===== config.mk =====
export PLATFORM = sky130hd
export DESIGN_NAME = paralelo_serial_tx
export DESIGN_NICKNAME = d
export VERILOG_FILES = /design/src/rtl/paralelo_serial_tx_pkg.sv /design/src/rtl/paralelo_serial_tx_contador_simbolo.sv /design/src/rtl/paralelo_serial_tx.sv
export SDC_FILE = /design/constraint.sdc
export NUM_CORES = 1
export LEC_CHECK = 0
export CAP_MARGIN = 10
export CORE_MARGIN = 2
export CORE_UTILIZATION = 35
export CTS_CLUSTER_DIAMETER = 150
export DETAILED_ROUTE_END_ITERATION = 6
export PLACE_DENSITY = 0.53
export SLEW_MARGIN = 20
export SYNTH_ARGS = -nofsm -noshare
export SYNTH_HDL_FRONTEND = slang
export SYNTH_SLANG_ARGS = --single-unit

===== constraint.sdc =====
create_clock -name clk -period 2.95 [get_ports clk]
set_input_delay 0.59 -clock clk [delete_from_list [all_inputs] [get_ports clk]]
set_output_delay 0.59 -clock clk [all_outputs]
set_load 0.01 [all_outputs]

===== src/rtl/paralelo_serial_tx_pkg.sv =====
// Shared definitions for the serializer and its receive-side counterpart.
package paralelo_serial_tx_pkg;

    localparam int SYM_WIDTH = 8;

    // K28.5 comma, also matched by the deserializer's comma detector.
    localparam logic [7:0] K28_5 = 8'hBC;

    typedef enum logic {
        SYNC = 1'b0,
        RUN  = 1'b1
    } tx_state_e;

endpackage


===== src/rtl/paralelo_serial_tx_contador_simbolo.sv =====
// Bit position counter within a symbol; flags the enabled edge that starts a new symbol.
import paralelo_serial_tx_pkg::*;

module contador_simbolo #(
    parameter int WIDTH = SYM_WIDTH,
    localparam int CNT_W = (WIDTH > 1) ? $clog2(WIDTH) : 1
) (
    input  logic             clk,
    input  logic             reset,
    input  logic             enb,
    output logic [CNT_W-1:0] bit_cnt,
    output logic             boundary
);

    localparam logic [CNT_W-1:0] LAST = CNT_W'(WIDTH - 1);

    logic [CNT_W-1:0] bit_cnt_q;
    logic [CNT_W-1:0] bit_cnt_d;
    logic             last;

    always_comb begin
        last      = (bit_cnt_q == LAST);
        bit_cnt_d = last ? '0 : bit_cnt_q + CNT_W'(1);
    end

    // Reset parks on the last position so the first enabled edge is a boundary.
    always_ff @(posedge clk) begin
        if (reset) begin
            bit_cnt_q <= LAST;
        end else if (enb) begin
            bit_cnt_q <= bit_cnt_d;
        end
    end

    assign bit_cnt  = bit_cnt_q;
    assign boundary = enb & last;

endmodule


===== src/rtl/paralelo_serial_tx.sv =====
// Parallel-to-serial transmitter: valid/ready symbol intake, idle fill, post-reset alignment run.
//   state | meaning
//   SYNC  | forced idle symbols after reset, no data accepted
//   RUN   | data sent when offered at a boundary, idle otherwise
import paralelo_serial_tx_pkg::*;

module paralelo_serial_tx #(
    parameter int               WIDTH     = SYM_WIDTH,
    parameter logic [WIDTH-1:0] IDLE_SYM  = WIDTH'(K28_5),
    parameter int               SYNC_SYMS = 4,
    parameter bit               MSB_FIRST = 1'b1
) (
    input  logic             clk,
    input  logic             reset,
    input  logic             enb,
    input  logic [WIDTH-1:0] entrada,
    input  logic             valid_in,
    output logic             ready_out,
    output logic             salida,
    output logic             sym_start,
    output logic             active,
    output logic             synced
);

    localparam logic [7:0] SYNC_LAST = 8'(SYNC_SYMS - 1);

    tx_state_e        state_q, state_d;
    logic [7:0]       sync_cnt_q, sync_cnt_d;
    logic [WIDTH-1:0] shreg_q, shreg_d;
    logic             salida_q, salida_d;
    logic             sym_start_q, sym_start_d;
    logic             active_q, active_d;
    logic             synced_q, synced_d;

    logic             boundary;
    logic             accept;
    logic [WIDTH-1:0] next_sym;

    contador_simbolo #(
        .WIDTH(WIDTH)
    ) u_contador (
        .clk     (clk),
        .reset   (reset),
        .enb     (enb),
        .bit_cnt (),
        .boundary(boundary)
    );

    assign ready_out = boundary & (state_q == RUN);
    assign accept    = valid_in & ready_out;

    always_comb begin
        state_d     = state_q;
        sync_cnt_d  = sync_cnt_q;
        shreg_d     = shreg_q;
        salida_d    = salida_q;
        sym_start_d = sym_start_q;
        active_d    = active_q;
        synced_d    = synced_q;
        next_sym    = accept ? entrada : IDLE_SYM;

        if (boundary) begin
            if (MSB_FIRST) begin
                salida_d = next_sym[WIDTH-1];
                shreg_d  = {next_sym[WIDTH-2:0], 1'b0};
            end else begin
                salida_d = next_sym[0];
                shreg_d  = {1'b0, next_sym[WIDTH-1:1]};
            end
            sym_start_d = 1'b1;
            active_d    = accept;
            if (state_q == SYNC) begin
                sync_cnt_d = sync_cnt_q + 8'd1;
                if (sync_cnt_q == SYNC_LAST) begin
                    state_d  = RUN;
                    synced_d = 1'b1;
                end
            end
        end else if (enb) begin
            if (MSB_FIRST) begin
                salida_d = shreg_q[WIDTH-1];
                shreg_d  = {shreg_q[WIDTH-2:0], 1'b0};
            end else begin
                salida_d = shreg_q[0];
                shreg_d  = {1'b0, shreg_q[WIDTH-1:1]};
            end
            sym_start_d = 1'b0;
        end
    end

    always_ff @(posedge clk) begin
        if (reset) begin
            state_q     <= SYNC;
            sync_cnt_q  <= '0;
            shreg_q     <= '0;
            salida_q    <= 1'b0;
            sym_start_q <= 1'b0;
            active_q    <= 1'b0;
            synced_q    <= 1'b0;
        end else begin
            state_q     <= state_d;
            sync_cnt_q  <= sync_cnt_d;
            shreg_q     <= shreg_d;
            salida_q    <= salida_d;
            sym_start_q <= sym_start_d;
            active_q    <= active_d;
            synced_q    <= synced_d;
        end
    end

    assign salida    = salida_q;
    assign sym_start = sym_start_q;
    assign active    = active_q;
    assign synced    = synced_q;

endmodule


* After elaboration in Yosys (flattened, before gate mapping) *
Cells that the tools add are included.

word-level totals
  logic and storage cells = 29
  register bits after elaboration = 23
  output and inout bits = 5

cells by class
  mux-type cells = 10
  eq/ne operators = 2
  reductions and logical operators = 3
  add/sub/neg operators = 2
  bitwise operators = 4

operator list
  kind                 count
  $mux 8               3
  $add 8x1->8 const B  1
  $eq 8x2->1 const B   1
  $mux 1               6
  $add 3x1->3 const B  1
  $and 1x1->1          3
  $eq 3x3->1 const B   1
  $mux 3               1
  $reduce_and 3->1     1
  $reduce_and 2->1     1
  $reduce_bool 2->1    1
  $not 1->1            1

* Depth between registers and ports, before layout *
Gate-level depths: netlist of run 1.

  depth after elaboration = 6
  depth in mapped cells = 6
  gate-level depth less buffers = 5

* By module *
From an unflattened synthesis of run 1, not the netlist that was laid out.

unflattened totals
  cell total of the unflattened synthesis = 109
  area, all modules = 1006.0 µm²

by module, submodules not included
  module              area each (µm²)  instances  cells an instance
  paralelo_serial_tx  862.1            1          96
  contador_simbolo    143.9            1          13

* Least setup slack after synthesis of run 1 *
OpenSTA, ideal clock, no wires.

  kind = reg2out
  start = reg u_contador.bit_cnt_q[0], in the netlist u_contador.bit_cnt[0]
  end = out ready_out
  cell stages (with the launch flop) = 6
  path buffers = 2
  data arrival time = 1340 ps
  data required time = 2360 ps
  setup slack = 1020 ps
  cells stage by stage = dfxtp_1 -> ha_1 -> ha_1 -> buf_2 -> clkbuf_1 -> and3_1

on the way
  word-level cells in the longest chain between the ends = 3

RTL lines
  element                 line                                       text
  from (decl)             paralelo_serial_tx_contador_simbolo.sv:17  logic [CNT_W-1:0] bit_cnt_q;
  from (signal assigned)  paralelo_serial_tx_contador_simbolo.sv:31  bit_cnt_q <= bit_cnt_d;
  $eq 3x3->1              paralelo_serial_tx_contador_simbolo.sv:22  last = (bit_cnt_q == LAST);
  $and 1x1->1             paralelo_serial_tx_contador_simbolo.sv:36  assign boundary = enb & last;
  $and 1x1->1             paralelo_serial_tx.sv:49                   assign ready_out = boundary & (state_q == RUN);
  to (decl)               paralelo_serial_tx.sv:18                   output logic ready_out,

No other way between the ends.

* Worst setup path after layout of run 1 *
  start = in enb
  end = out ready_out

on the way
  word-level cells in the longest chain between the ends = 2

RTL lines
  element      line                                       text
  from (decl)  paralelo_serial_tx.sv:15                   input logic enb,
  $and 1x1->1  paralelo_serial_tx_contador_simbolo.sv:36
  $and 1x1->1  paralelo_serial_tx.sv:49

No other way between the ends.

==> metrics.csv, run 1 <==
stage;metric;value;unit
route;num_vias;870;
timing;hold_ws;0.468;ns
setup_path;slowest_stage;clkdlybuf4s50_1;
placed_design;place_area;1190;sq um
cells_and_area;drive_gt1_share;5.56;%
floorplanning;placementRows;19;
job;drv_cap;0;
worst_hold_path;min_path_type;flop to flop;
placed_design;gp_congestion;0.691;
grt;grt_pass1_wl;3770;microns
logic_synthesis;syn_inst;111;
cells_and_area;ff_latch_area;460;sq um
setup_path;cp.required;2.36;ns
power_and_ir_drop;switching_share;25.7;%
clocking;insertion_delay;0.30;ns
route;wl_per_cell;13.3;microns
timing;setup_viol;0;
logic_synthesis;synth_seq_cells;23;
logic_synthesis;synth_area_per_cell;9.13;sq um
worst_hold_path;hold_depth;2;
cells_and_area;syn_to_final_growth;20.0;%
power_and_ir_drop;power_leakage;0.415;nW
power_and_ir_drop;p_sw;145;uW
setup_path;r2r_start;u_contador.bit_cnt[0]$_SDFFE_PP1P_;
route;ant_nets;0;
setup_path;cp_num_buf_inv;2;
timing;relSlewSlack;42.4;%
timing;period_share;79.5;%
setup_path;timing.rr.end;sync_cnt_q[7]$_SDFFE_PP0P_;
timing;fmax;427;MHz
setup_path;end_kind;output port;
timing;fin_skew;0.00291;ns
logic_synthesis;ys.warnings.count;0;
logic_synthesis;muxShareOfSynthArea;0.988;%
setup_path;critical_path.max_stage_delay;0.53;ns
grt;grt_usage;14.4;%
cells_and_area;final_core_util;44.1;%
run_status;status;finished clean;
grt;antenna_found_initial;0;
floorplanning;start_util;36.8;%
cells_and_area;fin_area;1220;sq um
floorplanning;ioPinCount;17;
power_and_ir_drop;clkPwrFrac;25.4;%
floorplanning;die_w;57.8;microns
cells_and_area;fin_cells;157;
route;routed_via_density;5.54;
logic_synthesis;synthArstFlopShare;0;%
clocking;cts_resized;0;
clocking;cts_tree;yes;
setup_path;critPathArrivalTime;1.75;ns
route;wl;2100;microns
logic_synthesis;synth_top_family_by_area;simple AND/OR/NAND/NOR gates;
setup_path;cp_top_family;buffers and inverters;
clocking;hold_buffers;0;
setup_path;worstSetupStartpointType;primary input;
logic_synthesis;synth_cell_types;32;
route;post-route-drc-count;0;
logic_synthesis;synth-simple-area-share;23.6;%
placed_design;dp_hpwl;1440;microns
floorplanning;die_y;57.8;microns
power_and_ir_drop;power_density;463;nW/um^2
clocking;post_cts_buffers;0;
setup_path;ff2ff_path_depth;6;
grt;grt_pass1_vias;856;
timing;timing.setup.tns;0;ns
clocking;htreeDepth;1;
cells_and_area;nNetsFinal;142;
clocking;cts_root_buffer;clkbuf_4;
setup_path;r2r_slack;1.15;ns
cells_and_area;n_fill_cell;289;
timing;min_period;2.34;ns
logic_synthesis;yosysSeqAreaShare;45.4;%
power_and_ir_drop;ir_worst_vdd;242;uV
setup_path;path_max_fanout;2;
logic_synthesis;synth_edf_count;0;
floorplanning;core_region_area;2760;sq um
power_and_ir_drop;p_int;418;uW
placed_design;dpl_worst_slack;0.600;ns
logic_synthesis;synth_compound_area_share;20.4;%
cells_and_area;final_cell_mix;dfxtp_1 (23), clkdlybuf4s50_1 (16), a21oi_1 (14), nand2_1 (12), nor2_1 (7);
logic_synthesis;synthFlopType;dfxtp_1;
timing;tightest_slew;0.861;ns
power_and_ir_drop;power.share.combinational;15.2;%
clocking;clock_path_buffers;2;
grt;grt_start_max_net_pins;24;
setup_path;crit_chain;clkdlybuf4s50_1, and3_1, clkdlybuf4s50_1;
floorplanning;die-area;3340;sq um
worst_hold_path;holdPathEnd;shreg_q[4]$_SDFFE_PP0P_;
cells_and_area;final_common_cell;dfxtp_1;
power_and_ir_drop;power_frac_seq;59.4;%
cells_and_area;insertedDiodeCount;0;
setup_path;cpMostUsedCell;clkdlybuf4s50_1;
setup_path;crit_type;primary input to output port;
placed_design;dp.cells;153;
logic_synthesis;syn-num-nets;126;
logic_synthesis;synth-adder-area-share;3.70;%
grt;overflow;0;
clocking;cts.sinks;23;
worst_hold_path;hp-start;shreg_q[4]$_SDFFE_PP0P_;
timing;fin_ws;0.606;ns
route;first_pass_iters;4;
cells_and_area;multiInputGateArea;510;sq um
timing;hold_viol_final;0;
clocking;cts_made_buffers;3;
timing;rsz0062_at_grt;false;
logic_synthesis;synth_area;1010;sq um
placed_design;port_buffers;16;
timing;slew_violations;0;
route;drtIter0Drc;37;
power_and_ir_drop;total_power;563;uW
clocking;path_clk_slew;0.12;ns
logic_synthesis;synth_xor_area_share;1.73;%
state kept, by name, summed over array words and instances, names as in the netlist:
name and flops:
sync_cnt_q 8, salida 1, synced 1, state_q 1, shreg_q 7, u_contador.bit_cnt 3
sym_start 1, active 1
Yosys cell counts (2+ instances only):
master    number  area share, %
a21oi_1       14            6.9
a311oi_1       2            1.7
buf_2          4            2.0
clkbuf_1       2           0.74
dfxtp_1       23             45
ha_1           3            3.7
nand2_1       12            4.4
nand2b_1       2            1.2
nand3_1        2           0.99
nand4_1        5            3.1
nor2_1         7            2.6
nor2b_1        2            1.2
o21ai_0        4            2.0
o221ai_1       5            4.3
o31ai_1        3            2.2
or3_1          3            1.9
or4_1          2            1.5
xnor2_1        2            1.7
worst register-to-register path, stage by stage (launching register included):
cell and delay (ns):
dfxtp_1 0.38, ha_1 0.16, ha_1 0.16, buf_4 0.24, nand3b_4 0.13, or4_1 0.51
a21oi_1 0.15
kinds of logic (layout without fill, tap and decap cells):
kind of cell             count (synthesis)  in the layout
AND/OR/NAND/NOR                         42             42
AO/OA/AOI/OAI                           32             32
flip-flops                              23             23
buffers and inverters                    8             23
adder cells (fa/ha/maj)                  3              3
XOR/XNOR                                 2              2
multiplexers                             1              1
routing by layer:
layer / up-vias / routed length [microns] / global-route usage (%)
met5: - / 0 / 0
met4: 0 / 16 / 5.98
met3: 2 / 68 / 2.68
met2: 15 / 998 / 22.6
met1: 405 / 1010 / 19.4
li1: 448 / - / -
worst max path at each step:
stage,from,endpoint,slack (ns),cells past startpoint
2_1_floorplan,u_contador.bit_cnt[0]$_SDFFE_PP1P_,ready_out,1.02,5
5_1_grt,u_contador.bit_cnt[0]$_SDFFE_PP1P_,ready_out,0.53,4
3_5_place_dp,enb,ready_out,0.60,3
3_3_place_gp,enb,ready_out,0.59,3
6_report,enb,ready_out,0.61,3
4_1_cts,enb,ready_out,0.60,3
final cells by class:
cell class,count,share of cell area [%]
Inverter,1,0.309
Sequential cell,23,37.9
Clock buffer,3,1.85
Timing Repair Buffer,18,14.4
Tap cell,31,3.19
Clock inverter,1,0.412
Multi-Input combinational cell,80,42.0
power by group through the flow:
stage                     combinational (mW)  sequential (mW)  clock, mW
after floorplan                       0.0524            0.341          0
after global placement                0.0844            0.341          0
final                                 0.0854            0.334      0.143
after detailed placement              0.0867            0.341          0
after global routing                  0.0961            0.337      0.169
after CTS                             0.0869            0.334      0.151
(Power assumes the default switching activity.)
==> run 2: changes to the inputs <==
Settings changed: PLACE_DENSITY 0.53 to 0.56.
Clock period 2.95 ns to 2.12 ns, I/O delays scaled along.
==> metrics.csv, run 2 (synthesized netlist as in run 1, its figures left out) <==
stage;metric;value;unit
floorplanning;ioPinCount;17;
clocking;clock_path_buffers;2;
cells_and_area;drive_gt1_share;6.25;%
timing;fmax;521;MHz
route;ant_nets;0;
grt;overflow;0;
clocking;cts.sinks;23;
setup_path;r2r_slack;0.36;ns
clocking;path_clk_slew;0.13;ns
clocking;cts_tree;yes;
floorplanning;die_w;57.8;microns
power_and_ir_drop;p_int;587;uW
floorplanning;start_util;36.8;%
route;routed_via_density;5.50;
setup_path;worstSetupStartpointType;flop;
cells_and_area;insertedDiodeCount;0;
run_status;status;finished clean;
placed_design;dpl_worst_slack;0.0732;ns
cells_and_area;final_common_cell;dfxtp_1;
cells_and_area;largest_register_ffs;8;
clocking;cts_made_buffers;3;
route;wl;2030;microns
timing;min_period;1.92;ns
grt;antenna_found_initial;0;
floorplanning;die-area;3340;sq um
setup_path;ff2ff_path_depth;6;
grt;grt_pass1_wl;3540;microns
power_and_ir_drop;power_density;645;nW/um^2
timing;hold_viol_final;0;
grt;grt_usage;14.0;%
cells_and_area;regMostFlops;sync_cnt_q;
setup_path;end_kind;output port;
clocking;hold_buffers;0;
clocking;cts_root_buffer;clkbuf_4;
timing;fin_ws;0.202;ns
setup_path;timing.rr.end;sync_cnt_q[5]$_SDFFE_PP0P_;
timing;period_share;90.5;%
worst_hold_path;holdPathEnd;shreg_q[5]$_SDFFE_PP0P_;
setup_path;slowest_stage;dfxtp_1;
clocking;insertion_delay;0.31;ns
setup_path;crit_type;flop to output port;
job;drv_cap;0;
worst_hold_path;hp-start;shreg_q[5]$_SDFFE_PP0P_;
power_and_ir_drop;p_sw;206;uW
placed_design;gp_congestion;0.697;
placed_design;port_buffers;16;
timing;setup_viol;0;
cells_and_area;final_cell_mix;dfxtp_1 (23), clkdlybuf4s50_1 (15), a21oi_1 (14), nand2_1 (12), nor2_1 (7);
grt;grt_start_max_net_pins;22;
power_and_ir_drop;power_frac_seq;58.7;%
timing;fin_skew;0.000823;ns
placed_design;place_area;1200;sq um
setup_path;r2r_start;u_contador.bit_cnt[0]$_SDFFE_PP1P_;
setup_path;path_max_fanout;3;
route;post-route-drc-count;0;
floorplanning;placementRows;19;
cells_and_area;n_fill_cell;284;
power_and_ir_drop;clkPwrFrac;26.2;%
power_and_ir_drop;power_leakage;0.427;nW
timing;rsz0062_at_grt;false;
power_and_ir_drop;ir_worst_vdd;342;uV
worst_hold_path;hold_depth;2;
cells_and_area;fin_area;1230;sq um
route;num_vias;875;
route;drtIter0Drc;27;
power_and_ir_drop;power.share.combinational;15.2;%
cells_and_area;syn_to_final_growth;21.2;%
grt;grt_pass1_vias;826;
timing;slew_violations;0;
route;first_pass_iters;5;
setup_path;critical_path.max_stage_delay;0.35;ns
timing;tightest_slew;0.572;ns
setup_path;crit_start;u_contador.bit_cnt[0]$_SDFFE_PP1P_;
timing;timing.setup.tns;0;ns
floorplanning;core_region_area;2760;sq um
power_and_ir_drop;switching_share;26.0;%
cells_and_area;nNetsFinal;144;
route;wl_per_cell;12.8;microns
placed_design;dp_hpwl;1470;microns
setup_path;crit_chain;ha_1, ha_1, and3_1, dlygate4sd2_1;
setup_path;cpMostUsedCell;ha_1;
floorplanning;die_y;57.8;microns
setup_path;critPathArrivalTime;1.49;ns
timing;relSlewSlack;61.7;%
setup_path;cp.required;1.70;ns
clocking;htreeDepth;1;
worst_hold_path;min_path_type;flop to flop;
==> run 2: cell types whose count changed in the layout (fill, tap and decap cells not counted), sizes merged <==
cell / delta
clkinv: -1
dlygate4sd2: +1
clkdlybuf4s50: -1
clkbuf: +1
buf: +2
==> run 2: final cells by class <==
cell class                 instances  area, sq um  area share, %
sequential                        23          460           37.5
clock buffer                       4         26.3           2.14
tap                               31         38.8           3.16
multi-input combinational         80          510           41.5
inverter                           1         3.75          0.305
timing repair buffer              20          189           15.4
==> run 2: through the flow <==
step                util [%]  cells  total power, mW  hold WS [ns]
global route            44.6    159            0.845         0.490
CTS                     44.6    159            0.809         0.466
detailed placement      43.6    155            0.597         0.448
floorplan                  -    111            0.547         0.436
global placement        43.6    155            0.594         0.446
finish                  44.6    159            0.793         0.462
==> run 2: worst max-delay path by stage <==
stage,endpoint,slack [ns],cells after the start
2_1_floorplan,ready_out,0.36,5
5_1_grt,ready_out,0.12,4
6_report,ready_out,0.20,4
3_3_place_gp,ready_out,0.08,3
4_1_cts,ready_out,0.17,4
3_5_place_dp,ready_out,0.07,3
==> run 2: what timing repair did <==
action,CTS,global route
setup buffers,0,0
endpoints found under the setup margin,1,0
resized for setup,1,0
==> run 2: routing by layer <==
metal  up-vias  routed length (microns)  track usage (%)
li1        454                        -                -
met5         -                        0                0
met2        20                      986             23.9
met1       397                      920             16.5
met3         4                       93             4.69
met4         0                       27             4.98
==> run 2: worst max-delay path, delay by kind of cell, from the launching register on <==
kind	cells	cell delay [ns]
buf+inv	1	0.28
simple gates	1	0.17
fa+ha+maj	2	0.38
flops	1	0.35
==> run 2: power by group through the flow <==
stage | logic [mW] | registers (mW) | clock network [mW]
6_report | 0.120 | 0.465 | 0.207
5_1_grt | 0.135 | 0.469 | 0.241
4_1_cts | 0.122 | 0.466 | 0.221
3_5_place_dp | 0.122 | 0.475 | 0
3_3_place_gp | 0.120 | 0.474 | 0
2_1_floorplan | 0.0729 | 0.474 | 0
